## src/rtl/pc_pkg.sv

```systemverilog
// Shared definitions for the fetch-path program counter: op codes, op decode
// and stack-count width.
package pc_pkg;

  typedef enum logic [2:0] {
    OP_HOLD,
    OP_SEQ,
    OP_JMP,
    OP_CALL,
    OP_RET,
    OP_ILLEGAL
  } op_e;

  localparam int RAS_DEPTH_DEF = 4;
  localparam int RAS_CNT_W     = $clog2(RAS_DEPTH_DEF + 1);

  // Width needed to hold 0..depth valid stack entries.
  function automatic int cnt_width(input int depth);
    return $clog2(depth + 1);
  endfunction

  // Stall dominates everything; any two flow-changing ops together are illegal.
  function automatic op_e decode_op(input logic stall, input logic pc_load,
                                    input logic call, input logic ret);
    op_e op;
    if (stall)                                           op = OP_HOLD;
    else if ((call && ret) || (call && pc_load) || (ret && pc_load)) op = OP_ILLEGAL;
    else if (ret)                                        op = OP_RET;
    else if (call)                                       op = OP_CALL;
    else if (pc_load)                                    op = OP_JMP;
    else                                                 op = OP_SEQ;
    return op;
  endfunction

endpackage

```

## src/rtl/pc_ras_unit_if.sv

```systemverilog
// Control/status bundle between the decoder (master) and the PC unit (slave).
interface pc_ras_unit_if #(
  parameter int ADDR_W = 10,
  parameter int CNT_W  = 3
);
  logic              stall;
  logic              pc_load;
  logic              call;
  logic              ret;
  logic [ADDR_W-1:0] jump_ins;
  logic [ADDR_W-1:0] addr_ins;
  logic [CNT_W-1:0]  ras_count;
  logic              ras_empty;
  logic              ras_full;
  logic              err;

  modport master (
    output stall, pc_load, call, ret, jump_ins,
    input  addr_ins, ras_count, ras_empty, ras_full, err
  );

  modport slave (
    input  stall, pc_load, call, ret, jump_ins,
    output addr_ins, ras_count, ras_empty, ras_full, err
  );
endinterface

```

## src/rtl/pc_ras_stack.sv

```systemverilog
// Return-address stack: circular buffer with a top pointer; a push while full
// overwrites the oldest entry so the most recent RAS_DEPTH returns survive.
module ras_stack
  import pc_pkg::*;
#(
  parameter int ADDR_W    = 10,
  parameter int RAS_DEPTH = 4,
  localparam int CW = cnt_width(RAS_DEPTH),
  localparam int PW = $clog2(RAS_DEPTH)
) (
  input  logic              clk,
  input  logic              rst,
  input  logic              push,
  input  logic              pop,
  input  logic [ADDR_W-1:0] push_data,
  output logic [ADDR_W-1:0] top,
  output logic [CW-1:0]     count,
  output logic              full,
  output logic              empty
);

  logic [ADDR_W-1:0] mem [RAS_DEPTH];
  logic [PW-1:0]     ptr;
  logic [PW-1:0]     ptr_nxt;
  logic [PW-1:0]     ptr_prv;

  // Explicit wrap so non-power-of-two depths work.
  assign ptr_nxt = (ptr == PW'(RAS_DEPTH - 1)) ? '0 : ptr + PW'(1);
  assign ptr_prv = (ptr == '0) ? PW'(RAS_DEPTH - 1) : ptr - PW'(1);

  assign top   = mem[ptr];
  assign full  = (count == CW'(RAS_DEPTH));
  assign empty = (count == '0);

  always_ff @(negedge clk) begin
    if (rst) begin
      ptr   <= '0;
      count <= '0;
    end else if (push) begin
      ptr <= ptr_nxt;
      if (!full) count <= count + CW'(1);
    end else if (pop && !empty) begin
      ptr   <= ptr_prv;
      count <= count - CW'(1);
    end
  end

  // Contents are don't-care after reset, so the array carries no reset.
  always_ff @(negedge clk) begin
    if (!rst && push) mem[ptr_nxt] <= push_data;
  end

endmodule

```

## src/rtl/pc_ras_unit.sv

```systemverilog
// Fetch-path program counter with sequential/jump/call/return control and a
// return-address stack; all state moves on the falling edge of clk.
module pc_ras_unit
  import pc_pkg::*;
#(
  parameter int              ADDR_W    = 10,
  parameter logic [ADDR_W-1:0] RESET_VEC = '0,
  parameter int              RAS_DEPTH = 4,
  parameter int              STEP      = 1
) (
  input  logic          clk,
  input  logic          rst,
  pc_ras_unit_if.slave  bus
);

  localparam int CW = cnt_width(RAS_DEPTH);

  op_e               op;
  logic [ADDR_W-1:0] pc;
  logic [ADDR_W-1:0] pc_step;
  logic [ADDR_W-1:0] ras_top;
  logic [CW-1:0]     ras_cnt;
  logic              ras_full;
  logic              ras_empty;
  logic              push;
  logic              pop;
  logic              err_q;

  assign op      = decode_op(bus.stall, bus.pc_load, bus.call, bus.ret);
  assign pc_step = pc + ADDR_W'(STEP);
  assign push    = (op == OP_CALL);
  assign pop     = (op == OP_RET) && !ras_empty;

  ras_stack #(
    .ADDR_W   (ADDR_W),
    .RAS_DEPTH(RAS_DEPTH)
  ) u_ras (
    .clk      (clk),
    .rst      (rst),
    .push     (push),
    .pop      (pop),
    .push_data(pc_step),
    .top      (ras_top),
    .count    (ras_cnt),
    .full     (ras_full),
    .empty    (ras_empty)
  );

  always_ff @(negedge clk) begin
    if (rst) begin
      pc    <= RESET_VEC;
      err_q <= 1'b0;
    end else begin
      case (op)
        OP_SEQ:          pc <= pc_step;
        OP_JMP, OP_CALL: pc <= bus.jump_ins;
        OP_RET:          if (!ras_empty) pc <= ras_top;
        default:         pc <= pc;
      endcase
      // Overflowing call still jumps; only the oldest return is lost.
      err_q <= (op == OP_ILLEGAL) ||
               ((op == OP_RET)  && ras_empty) ||
               ((op == OP_CALL) && ras_full);
    end
  end

  assign bus.addr_ins  = pc;
  assign bus.ras_count = ras_cnt;
  assign bus.ras_empty = ras_empty;
  assign bus.ras_full  = ras_full;
  assign bus.err       = err_q;

endmodule

```

## src/flat_wrapper.sv

```systemverilog
// flat-port wrapper written by rule: the top's interface ports become plain ports
module pc_ras_unit_flat import pc_pkg::*;
#(
  parameter int              ADDR_W    = 10,
  parameter logic [ADDR_W-1:0] RESET_VEC = '0,
  parameter int              RAS_DEPTH = 4,
  parameter int              STEP      = 1
)
  (clk, rst, bus_stall, bus_pc_load, bus_call, bus_ret, bus_jump_ins, bus_addr_ins, bus_ras_count, bus_ras_empty, bus_ras_full, bus_err);
  pc_ras_unit_if #(.ADDR_W(ADDR_W), .CNT_W(($clog2((4) + 1)))) bus_i ();
  input  logic clk;
  input  logic rst;
  input wire logic [$bits(bus_i.stall)-1:0] bus_stall;
  input wire logic [$bits(bus_i.pc_load)-1:0] bus_pc_load;
  input wire logic [$bits(bus_i.call)-1:0] bus_call;
  input wire logic [$bits(bus_i.ret)-1:0] bus_ret;
  input wire logic [$bits(bus_i.jump_ins)-1:0] bus_jump_ins;
  output wire logic [$bits(bus_i.addr_ins)-1:0] bus_addr_ins;
  output wire logic [$bits(bus_i.ras_count)-1:0] bus_ras_count;
  output wire logic [$bits(bus_i.ras_empty)-1:0] bus_ras_empty;
  output wire logic [$bits(bus_i.ras_full)-1:0] bus_ras_full;
  output wire logic [$bits(bus_i.err)-1:0] bus_err;
  assign bus_i.stall = bus_stall;
  assign bus_i.pc_load = bus_pc_load;
  assign bus_i.call = bus_call;
  assign bus_i.ret = bus_ret;
  assign bus_i.jump_ins = bus_jump_ins;
  assign bus_addr_ins = bus_i.addr_ins;
  assign bus_ras_count = bus_i.ras_count;
  assign bus_ras_empty = bus_i.ras_empty;
  assign bus_ras_full = bus_i.ras_full;
  assign bus_err = bus_i.err;
  pc_ras_unit #(.ADDR_W(ADDR_W), .RESET_VEC(RESET_VEC), .RAS_DEPTH(RAS_DEPTH), .STEP(STEP)) u_core (.clk(clk), .rst(rst), .bus(bus_i));
endmodule
```

## config.mk

```make
export PLATFORM = sky130hd
export DESIGN_NAME = pc_ras_unit_flat
export DESIGN_NICKNAME = d
export VERILOG_FILES = /design/src/rtl/pc_pkg.sv /design/src/rtl/pc_ras_unit_if.sv /design/src/rtl/pc_ras_stack.sv /design/src/rtl/pc_ras_unit.sv /design/src/flat_wrapper.sv
export SDC_FILE = /design/constraint.sdc
export NUM_CORES = 1
export LEC_CHECK = 0
export CAP_MARGIN = 20
export CORE_ASPECT_RATIO = 0.6
export CORE_UTILIZATION = 58
export CTS_BUF_LIST = sky130_fd_sc_hd__clkbuf_4
export DETAILED_ROUTE_END_ITERATION = 8
export PLACE_DENSITY = 0.81
export SLEW_MARGIN = 15
export SYNTH_ARGS = -nofsm -noshare
export SYNTH_HDL_FRONTEND = slang
export SYNTH_SLANG_ARGS = --single-unit
```

## constraint.sdc

```tcl
create_clock -name clk -period 2.37 [get_ports clk]
set_clock_uncertainty 0.2 [all_clocks]
set_input_delay 0.474 -clock clk [delete_from_list [all_inputs] [get_ports clk]]
set_output_delay 0.474 -clock clk [all_outputs]
set_load 0.01 [all_outputs]
```

==> flow_metrics.py, run 1 <==
metrics = {
    "floorplan": {
        "pin_count": 32,
        "initial_core_util": 0.6133,
        "die_h_um": 56.37,
        "die_x_um": 92.62,
        "std_cell_rows": 19,
    },
    "sta": {
        "worst_endpoint_kind": "output port",
        "worst_endpoint": "bus_ras_empty",
    },
    "outcome": {
        "firstError": "[ERROR DPL-0038] Utilization greater than 100%, impossible to legalize",
        "lastStage": "global routing (5_1_grt)",
        "status": "did not finish",
    },
    "placed_design": {
        "placed_area_sq_mm": 0.003476,
        "dp_hpwl_um": 4512,
        "gp_congestion": 0.8299,
        "numPortBuffers": 31,
        "dp_cells": 333,
    },
    "logic_synthesis": {
        "synth_top_area_frac": 0.4203,
        "synth_area_sq_mm": 0.002858,
        "yosysWarnings": 0,
        "synth_area_leader_cell": "edfxtp_1",
        "synthTopCellsByArea": "edfxtp_1 (42%), dfxtp_1 (13%), mux4_2 (7.9%)",
        "avgSynthCellArea_sq_um": 12.99,
        "synth.distinct_cells": 49,
        "syn-instance-count": 220,
        "yosys_register_bits": 58,
        "synth_nets": 244,
        "seq_area_frac_synth": 0.5464,
    },
    "clocking": {
        "clk_path_buf_depth": 2,
        "cts.sinks": 58,
        "root_buffer": "clkbuf_4",
        "h-tree-depth": 3,
        "cts_buffers": 9,
    },
    "global_routing": {
        "grt_max_degree": 16,
    },
}
-- repair_timing --
action / in CTS
hold buffers: 0
pin swaps: 46
cloned: 8
setup buffers: 24
endpoints found under the setup margin: 74
resized for setup: 185
-- synth_stat cells, drive strengths merged --
master,count
a211oi,8
a21o,2
a21oi,10
a221oi,10
a222oi,2
a311o,1
a311oi,1
a32o,2
and2,2
and3,4
buf,12
clkbuf,2
dfxtp,18
edfxtp,40
fa,1
ha,7
inv,9
mux2,1
mux4,10
nand2,12
nand3,8
nand3b,1
nand4,1
nor2,13
nor3,8
nor3b,1
nor4,1
nor4b,2
o211a,1
o211ai,1
o21a,4
o21ai,11
o2bb2ai,1
or2,4
or3,1
or4,1
xnor2,3
xor2,4
-- per-stage QoR --
stage | setup TNS (ps) | utilization | setup WS (ps)
floorplan | -37230 | - | -909.3
global placement | -72220 | 0.7460 | -1273
detailed placement | -74100 | 0.7460 | -1328
CTS | -21770 | 0.9578 | -805.2
-- cell families after synthesis --
group / after synthesis / synth area share
multiplexers: 11 / 0.08275
flip-flops: 58 / 0.5464
adder cells (fa/ha/maj): 8 / 0.03765
AO/OA/AOI/OAI: 54 / 0.1449
XOR/XNOR: 7 / 0.02145
buffers and inverters: 23 / 0.04028
AND/OR/NAND/NOR: 59 / 0.1265
==> inputs of run 2 (changes only) <==
- CORE_ASPECT_RATIO: 0.6 -> unset
- CORE_UTILIZATION: 58 -> 40
- CTS_BUF_LIST: sky130_fd_sc_hd__clkbuf_4 -> unset
- PLACE_DENSITY: 0.81 -> unset
- PLACE_DENSITY_LB_ADDON: unset -> 0.15
==> run 2 against run 1 <==
  * The flow now finishes, with violations (setup timing)
  * Synthesized cell count did not move
  * Area after synthesis did not move
==> flow_metrics.py, run 2 <==
metrics = {
    "cells_and_area": {
        "area_delta_synth_final_pct": 61.16,
        "layout_commonest_cell": "inv_1",
        "regMostFlops": "u_core.u_ras.mem",
        "multiInputGateArea_sq_mm": 0.001461,
        "final_cells": 478,
        "antenna_cells": 0,
        "drive_above_1_share": 0.4817,
        "layout_common_cells": "inv_1 (63), buf_4 (46), edfxtp_1 (40)",
        "num-nets-final": 403,
        "nFillCells": 539,
        "largest_register_ffs": 40,
        "ff_latch_area_sq_mm": 0.001578,
    },
    "global_routing": {
        "grt-ovfl-total": 0,
        "first_global_vias": 2625,
        "grt_pass1_wl_um": 12740,
        "track_usage": 0.2350,
        "grt_max_degree": 16,
        "grt_antenna_before_repair": 0,
    },
    "power_and_ir_drop": {
        "internal-power_mw": 2.053,
        "power.leakage_nw": 1.952,
        "pwr-share-seq": 0.387,
        "vdd_drop_max_uv": 396.4,
        "finalPower_mw": 2.921,
        "clockPowerShare": 0.465,
        "power_switching_mw": 0.8682,
        "power.density_mw_per_mm2": 634.3,
        "p_sw_frac": 0.2972,
        "combPwrFrac": 0.148,
    },
    "logic_synthesis": {
        "synth.distinct_cells": 49,
        "yosys_most_used_dff": "edfxtp_1",
        "ys_top_cells_by_count": "edfxtp_1 (40), dfxtp_1 (18), nor2_1 (13)",
        "synth_area_sq_mm": 0.002858,
        "synth_edf_count": 40,
        "synthTopCellsByArea": "edfxtp_1 (42%), dfxtp_1 (13%), mux4_2 (7.9%)",
        "synth_top_area_frac": 0.4203,
        "yosysWarnings": 0,
        "synth_most_common_cell": "edfxtp_1",
        "syn-instance-count": 220,
        "async_reset_ff_frac": 0,
        "synth_nets": 244,
        "avgSynthCellArea_sq_um": 12.99,
        "seq_area_frac_synth": 0.5464,
        "yosys_register_bits": 58,
        "synth_area_leader_cell": "edfxtp_1",
    },
    "detailed_routing": {
        "dr_total_vias": 2516,
        "drt-total-wl_um": 8445,
        "postRouteAntennaNets": 0,
        "drcViolationCount": 0,
        "dr.pass1.iters": 4,
        "drt-wirelength-per-cell_um": 17.67,
        "drt_iter0_markers": 140,
        "viasPerCell": 5.264,
    },
    "sta": {
        "tightest_slew_ps": 450.5,
        "whs_ps": 379.3,
        "finalSetupViolCount": 73,
        "setup_ws_ps": -756.5,
        "relSlewSlack": 0.6987,
        "rsz0062_at_grt": "yes",
        "timing_hold_violations_final": 0,
        "slew_violations": 0,
    },
    "floorplan": {
        "dieArea_sq_mm": 0.007487,
        "die_x_um": 86.53,
        "design.core.area_sq_mm": 0.006832,
        "die_h_um": 86.53,
        "std_cell_rows": 30,
        "pin_count": 32,
        "initial_core_util": 0.4183,
    },
    "clocking": {
        "cts.sinks": 58,
        "clk_path_buf_depth": 2,
        "root_buffer": "clkbuf_8",
        "cts_tree": "done",
        "h-tree-depth": 3,
        "clkLatencyLatePin_ps": 390,
        "cts_hold_buf": 0,
        "cts_buffers": 9,
        "clkTransAtPathRegs_ps": 40,
    },
    "critical_path": {
        "critPathCaptureType": "output pin",
        "crit_chain": "or3_4, inv_4, buf_6",
        "cp_slowest_stage_delay_ps": 390,
        "startpoint_type": "flip-flop",
        "required_ps": 1700,
        "cpMaxStageDelayCell": "or3_4",
        "cp_top_family": "simple AND/OR/NAND/NOR gates",
        "path_buf_inv": 2,
        "arrival_ps": 2450,
        "crit_type": "flip-flop to output pin",
        "cp_max_fo": 2,
    },
    "placed_design": {
        "numPortBuffers": 31,
        "dp_hpwl_um": 4479,
        "gp_congestion": 0.7324,
        "dp_cells": 370,
    },
    "outcome": {
        "violations": "setup timing",
        "status": "finished with violations",
    },
    "run": {
        "max-cap-violations": 0,
    },
    "min_path": {
        "hold_class": "flip-flop to flip-flop",
    },
}
run 2: cell counts after synthesis:
Identical to the previous run, type by type.
run 2: worst paths after layout:
kind	slack, ps	endpoint	depth (start not counted)	startpoint
worst max-delay path	-760	bus_ras_empty	3	u_core.u_ras.count[1]
worst min-delay path	380	u_core.u_ras.ptr[0]	1	u_core.u_ras.ptr[0]
worst max register to register	350	u_core.u_ras.mem[2][9]	5	u_core.bus.addr_ins[4]
worst min register to register	380	u_core.u_ras.ptr[0]	1	u_core.u_ras.ptr[0]
run 2: area by class of cell:
| class | count | share of cell area |
|---|---|---|
| Clock buffer | 9 | 0.02689 |
| Timing Repair Buffer | 101 | 0.2162 |
| Inverter | 8 | 0.007063 |
| Tap cell | 96 | 0.02608 |
| Sequential cell | 58 | 0.3426 |
| Clock inverter | 63 | 0.06384 |
| Multi-Input combinational cell | 143 | 0.3173 |
run 2: per-stage QoR:
| step | util | setup TNS, ps | setup slack, ps | area, sq um |
|---|---|---|---|---|
| after detailed placement | 0.5229 | -75430 | -1319 | 3572 |
| after global placement | 0.5229 | -74610 | -1278 | 3572 |
| final | 0.6742 | -28740 | -756.5 | 4606 |
| after CTS | 0.6410 | -25400 | -736.5 | 4379 |
| after global routing | 0.6742 | -29920 | -791.2 | 4606 |
| after floorplan | - | -37230 | -909.3 | 2954 |
run 2: cells by family after synthesis:
kind of cell,after synthesis,synth area share
AO/OA/AOI/OAI,54,0.1449
XOR/XNOR,7,0.02145
adder cells (fa/ha/maj),8,0.03765
buffers and inverters,23,0.04028
flip-flops,58,0.5464
multiplexers,11,0.08275
AND/OR/NAND/NOR,59,0.1265
run 2: what timing repair did:
| item | in CTS | in global routing |
|---|---|---|
| resized for setup | 161 | 25 |
| cloned | 5 | 1 |
| pin swaps | 28 | 23 |
| buffers inserted | 16 | 18 |
| setup endpoints to repair | 74 | 74 |
run 2: power groups by stage:
stage                     registers (mW)  clock network (mW)  logic [mW]
after floorplan                     1.15               0.149       0.157
after CTS                           1.13                1.41       0.381
final                               1.13                1.36       0.431
after global routing                1.13                1.53       0.459
after detailed placement            1.14               0.149       0.314
after global placement              1.14               0.149       0.313
run 2: routing by layer:
metal / global-route usage / wire, um
met4: 0.1303 / 136
met3: 0.1105 / 599
met1: 0.2721 / 3533
met5: 0 / 0
met2: 0.3600 / 4176
(Power assumes the default switching activity.)
